### config.mk
export PLATFORM = sky130hd
export DESIGN_NAME = spi_dac_tx
export DESIGN_NICKNAME = d
export VERILOG_FILES = /design/src/rtl/spi_dac_pkg.sv /design/src/rtl/spi_bit_cnt.sv /design/src/rtl/spi_dac_tx.sv
export SDC_FILE = /design/constraint.sdc
export NUM_CORES = 1
export LEC_CHECK = 0
export BUFFER_PORTS_ARGS = -buffer_cell sky130_fd_sc_hd__buf_2
export CAP_MARGIN = 20
export CORE_UTILIZATION = 50
export CTS_CLUSTER_DIAMETER = 120
export DETAILED_ROUTE_END_ITERATION = 8
export PLACE_DENSITY = 0.83
export SLEW_MARGIN = 10
export SYNTH_ARGS = -nofsm -noshare
export SYNTH_HDL_FRONTEND = slang
export SYNTH_HIERARCHICAL = 1
export SYNTH_SLANG_ARGS = --single-unit
export TNS_END_PERCENT = 5
### constraint.sdc
create_clock -name clk_i -period 2.9 [get_ports clk_i]
set_clock_uncertainty 0.2 [all_clocks]
set_input_delay 0 -clock clk_i [delete_from_list [all_inputs] [get_ports clk_i]]
set_output_delay 0 -clock clk_i [all_outputs]
set_load 0.1 [all_outputs]
### src/rtl/spi_dac_pkg.sv
// Shared encodings for the SPI DAC transmit path: FSM state and bit-counter opcodes.
package spi_dac_pkg;

  typedef enum logic [2:0] {
    ST_IDLE  = 3'd0,
    ST_SETUP = 3'd1,
    ST_SHIFT = 3'd2,
    ST_HOLD  = 3'd3,
    ST_DONE  = 3'd4
  } state_e;

  typedef logic [1:0] opc_t;

  localparam opc_t OPC_HOLD = 2'b00;
  localparam opc_t OPC_INC  = 2'b01;
  localparam opc_t OPC_CLR  = 2'b10;

endpackage

### src/rtl/spi_bit_cnt.sv
// Saturating bit counter for the SPI frame; flag_o marks DataWidth bits sent.
// Opcode takes effect on the next clock edge; no backpressure.
module spi_bit_cnt
  import spi_dac_pkg::*;
#(
  parameter int DataWidth = 16
) (
  input  logic clk_i,
  input  logic rst_ni,
  input  opc_t opc_i,
  output logic flag_o
);

  localparam int CntW = $clog2(DataWidth + 1);

  logic [CntW-1:0] cnt;

  always_ff @(posedge clk_i) begin
    if (!rst_ni) begin
      cnt <= '0;
    end else begin
      case (opc_i)
        OPC_INC: if (cnt != CntW'(DataWidth)) cnt <= cnt + CntW'(1);
        OPC_CLR: cnt <= '0;
        default: cnt <= cnt;
      endcase
    end
  end

  assign flag_o = (cnt == CntW'(DataWidth));

endmodule

### src/rtl/spi_dac_tx.sv
// SPI mode-0 master transmit stage for the DAC: one code per start/ready handshake, MSB first.
// Frame occupies 2*CsSetup + 2*ClkDiv*DataWidth + 1 cycles; ready_o low for the whole frame.
module spi_dac_tx
  import spi_dac_pkg::*;
#(
  parameter int DataWidth = 16,
  parameter int ClkDiv    = 4,
  parameter int CsSetup   = 2
) (
  input  logic                 clk_i,
  input  logic                 rst_ni,
  input  logic                 start_i,
  input  logic [DataWidth-1:0] data_i,
  output logic                 ready_o,
  output logic                 done_o,
  output logic                 sclk_o,
  output logic                 cs_no,
  output logic                 mosi_o
);

  // Single-value counters still need one bit of storage.
  localparam int DivW = (ClkDiv  > 1) ? $clog2(ClkDiv)  : 1;
  localparam int PhW  = (CsSetup > 1) ? $clog2(CsSetup) : 1;

  state_e               state, state_nxt;
  logic [DivW-1:0]      div_cnt, div_nxt;
  logic [PhW-1:0]       ph_cnt, ph_nxt;
  logic [DataWidth-1:0] sreg, sreg_nxt;
  logic                 sclk_nxt, mosi_nxt, cs_nxt, ready_nxt, done_nxt;
  logic                 div_wrap, ph_end, bits_done;
  opc_t                 opc;

  spi_bit_cnt #(
    .DataWidth(DataWidth)
  ) u_bit_cnt (
    .clk_i (clk_i),
    .rst_ni(rst_ni),
    .opc_i (opc),
    .flag_o(bits_done)
  );

  assign div_wrap = (div_cnt == DivW'(ClkDiv - 1));
  assign ph_end   = (ph_cnt == PhW'(CsSetup - 1));

  always_ff @(posedge clk_i) begin
    if (!rst_ni) begin
      state   <= ST_IDLE;
      div_cnt <= '0;
      ph_cnt  <= '0;
      sreg    <= '0;
      sclk_o  <= 1'b0;
      mosi_o  <= 1'b0;
      cs_no   <= 1'b1;
      ready_o <= 1'b1;
      done_o  <= 1'b0;
    end else begin
      state   <= state_nxt;
      div_cnt <= div_nxt;
      ph_cnt  <= ph_nxt;
      sreg    <= sreg_nxt;
      sclk_o  <= sclk_nxt;
      mosi_o  <= mosi_nxt;
      cs_no   <= cs_nxt;
      ready_o <= ready_nxt;
      done_o  <= done_nxt;
    end
  end

  always_comb begin
    state_nxt = state;
    div_nxt   = div_cnt;
    ph_nxt    = ph_cnt;
    sreg_nxt  = sreg;
    sclk_nxt  = sclk_o;
    mosi_nxt  = mosi_o;
    opc       = OPC_HOLD;

    case (state)
      ST_IDLE: begin
        if (start_i && ready_o) begin
          sreg_nxt  = data_i;
          mosi_nxt  = data_i[DataWidth-1];
          ph_nxt    = '0;
          state_nxt = ST_SETUP;
        end
      end
      ST_SETUP: begin
        if (ph_end) begin
          div_nxt   = '0;
          state_nxt = ST_SHIFT;
        end else begin
          ph_nxt = ph_cnt + PhW'(1);
        end
      end
      ST_SHIFT: begin
        if (div_wrap) begin
          div_nxt  = '0;
          sclk_nxt = ~sclk_o;
          if (!sclk_o) begin
            opc = OPC_INC;
          end else if (bits_done) begin
            // Fall after the last rise closes the frame without shifting.
            ph_nxt    = '0;
            state_nxt = ST_HOLD;
          end else begin
            sreg_nxt = {sreg[DataWidth-2:0], 1'b0};
            mosi_nxt = sreg[DataWidth-2];
          end
        end else begin
          div_nxt = div_cnt + DivW'(1);
        end
      end
      ST_HOLD: begin
        if (ph_end) begin
          mosi_nxt  = 1'b0;
          state_nxt = ST_DONE;
        end else begin
          ph_nxt = ph_cnt + PhW'(1);
        end
      end
      ST_DONE: begin
        opc       = OPC_CLR;
        state_nxt = ST_IDLE;
      end
      default: state_nxt = ST_IDLE;
    endcase

    cs_nxt    = !(state_nxt inside {ST_SETUP, ST_SHIFT, ST_HOLD});
    ready_nxt = (state_nxt == ST_IDLE);
    done_nxt  = (state_nxt == ST_DONE);
  end

endmodule
==> out/qor.txt <==
setup repair bufs after CTS -> 0
Syn Area/Cell -> 9.350 um2
pwr dens -> 485.6 mW/mm2
Crit Path Class -> reg -> reg
number of cells on the worst hold path -> 2
time the worst path needs with I/O delays and setup -> 2.676 ns
main area contributors after synthesis -> dfxtp_1 (40%), mux2i_1 (9.0%), a211oi_2 (8.0%)
origin of the critical flop-to-flop path -> u_bit_cnt/cnt[0]$_SDFFE_PN0P_
Yosys cell types -> 37
initial antenna violation count -> 0
n_diodes -> 0
WL met3 -> 192 um
Ys Warns -> 6
nets -> 231
Yosys top cell area share -> 39.74%
Final Wtd Congestion -> 0.8333
vias in the first global route -> 1,310
Num CTS Buffers -> 5
Mapped Cells -> 167
core area -> 0.002853 mm2
TritonCTS clock tree -> done
grt ovf -> 0
CP Capture Type -> flop
die area -> 0.003351 mm2
Num Clock Sinks -> 31
CTS resizes -> 0
r2r worst-path depth -> 9
Async S/R FF share, synth -> 0%
metal2 WL -> 1721 um
Slew headroom -> 48.25%
Worst Tran Pin Value -> 0.7745 ns
Initial DRC Count -> 46
Fin. Hold Viols -> 0
hpwl dp -> 2205 um
Syn Nets -> 189
Fmax achieved -> 373.6 MHz
first-pass GRT wire length -> 5699 um
unrepaired setup endpoints after global routing -> no
Leak Pwr -> 0.0007291 uW
commonest non-fill, non-tap cells in the layout -> dfxtp_1 (31), buf_2 (23), nor2_1 (21)
HP Class -> reg -> reg
Layout Cells excl Fill -> 241
clk root buf -> clkbuf_4
CP required -> 2.93 ns
# port buffers -> 23
top sig layer -> met4
H-tree levels -> 2
drt drc -> 0
final setup vio count -> 0
Area after DPL -> 0.001670 mm2
met1 WL -> 1429 um
fin util -> 66.62%
row count -> 19
wire per inst -> 14.36 um
Hold Startpoint -> u_bit_cnt/cnt[4]$_SDFFE_PN0P_
flops & latches, synth -> 31
Post-synth EDFFs -> 0
sequential share of the synthesized area -> 39.74%
I/O pin total -> 24
outcome -> completed
Cell Area, Synth -> 0.001561 mm2
startpoint types -> flop
crit share post-route -> 92.29%
pin count of the biggest net entering global routing -> 30
layout cells sized above 1 -> 21.90%
Total Routed Length -> 3460 um
peak supply drop -> 231.2 uV
CP Launch Point -> u_bit_cnt/cnt[0]$_SDFFE_PN0P_
most common cell after layout, fill and taps aside -> dfxtp_1
DR pass1 iterations -> 5
Max Cap Viol -> 0
Die Ht -> 57.89 um
GRT Util Overall -> 22.97%
Placed Cells -> 215
final setup TNS -> 0 ns
DRT antenna net count -> 0
Via-to-Cell Ratio -> 5.834
max-slew violations -> 0
largest area contributor in the netlist -> dfxtp_1
Starting Density -> 54.74%
dominant synthesized flop cell -> dfxtp_1
Clk Latency, worst-skew pair -> 0.33 ns
Clock Pin Slew Worst Setup and Hold Paths -> 0.09 ns
total number of vias -> 1,406
Die X -> 57.89 um
final instance area -> 0.001901 mm2
Hold Slack -> 0.3268 ns
P&R area growth vs syn -> 21.71%
crit path DAT -> 2.70 ns
# hold bufs at CTS -> 18
CTS max path bufs -> 2
CP max FO -> 29
-- cells in the mapped netlist, types with 4 or more instances --
cell type / instances
a21oi_1: 4
a211oi_2: 10
nand2b_1: 4
dfxtp_1: 31
nor2_1: 21
nand3b_1: 6
mux2i_1: 14
nand3_1: 7
inv_1: 5
a31oi_1: 6
o21ai_0: 5
nand2_1: 13
-- per-layer routing --
| layer | up-vias | track usage (%) |
|---|---|---|
| li1 | 686 | - |
| met1 | 654 | 26.15 |
| met2 | 52 | 37.11 |
| met3 | 14 | 4.464 |
| met4 | 0 | 19.05 |
| met5 | - | 0 |
-- power by group --
part | switching [uW] | leakage, uW | internal [uW] | total [uW]
Sequential | 28.5 | 0.000254 | 460 | 488
Clock | 141 | 0.0000293 | 94.3 | 235
Combinational | 117 | 0.000445 | 82.5 | 200
-- final timing paths --
| kind | end | slack [ns] |
|---|---|---|
| setup / recovery | sreg[1]$_SDFFE_PN0P_ | 0.22 |
| hold / removal | u_bit_cnt/cnt[4]$_SDFFE_PN0P_ | 0.33 |
| setup reg to reg | sreg[1]$_SDFFE_PN0P_ | 0.22 |
| hold reg to reg | u_bit_cnt/cnt[4]$_SDFFE_PN0P_ | 0.33 |
-- layout make-up --
type / count / area (um2)
Inverter: 5 / 18.77
Clock inverter: 1 / 5.005
Tap cell: 31 / 38.79
Timing Repair Buffer: 43 / 310.3
Multi-Input combinational cell: 123 / 862.1
Sequential cell: 31 / 620.6
Fill cell: 225 / 952.2
Clock buffer: 7 / 45.04
-- cell families (layout without fill, tap and decap cells) --
group                      count (synthesis)  after routing  synth area share, %
AOI/OAI and AO/OA                         38             38                20.27
xor gates and xnor gates                   1              1               0.5610
adders and majority gates                  3              3                2.404
buffers and inverters                     13             56                5.048
DFF                                       31             31                39.74
muxes                                     14             14                8.974
and+or+nand+nor                           67             67                23.00
-- critical path, cell delays in order, from the launching register on --
cell	delay, ns
dfxtp_1	0.42
inv_1	0.07
ha_1	0.19
and4bb_4	0.23
nor3_1	0.21
a22o_1	0.17
buf_4	0.31
nand2_1	0.09
o211a_1	0.13
dlygate4sd3_1	0.54
-- stage by stage --
stage	worst slack, ns	total power (uW)
2_1_floorplan	0.7733	638.0
3_5_place_dp	0.6084	672.1
4_1_cts	0.2705	929.3
5_1_grt	0.1086	974.7
6_report	0.2236	922.9
3_3_place_gp	0.7109	661.0
-- flip-flops by register name, indices dropped and copies added, names as in the netlist --
| signal | flops |
|---|---|
| ready_o | 1 |
| sclk_o | 1 |
| done_o | 1 |
| cs_no | 1 |
| mosi_o | 1 |
| ph_cnt | 1 |
| u_bit_cnt/cnt | 5 |
| div_cnt | 2 |
| state | 3 |
| sreg | 15 |
No activity file was read; power rests on OpenSTA's default activity.
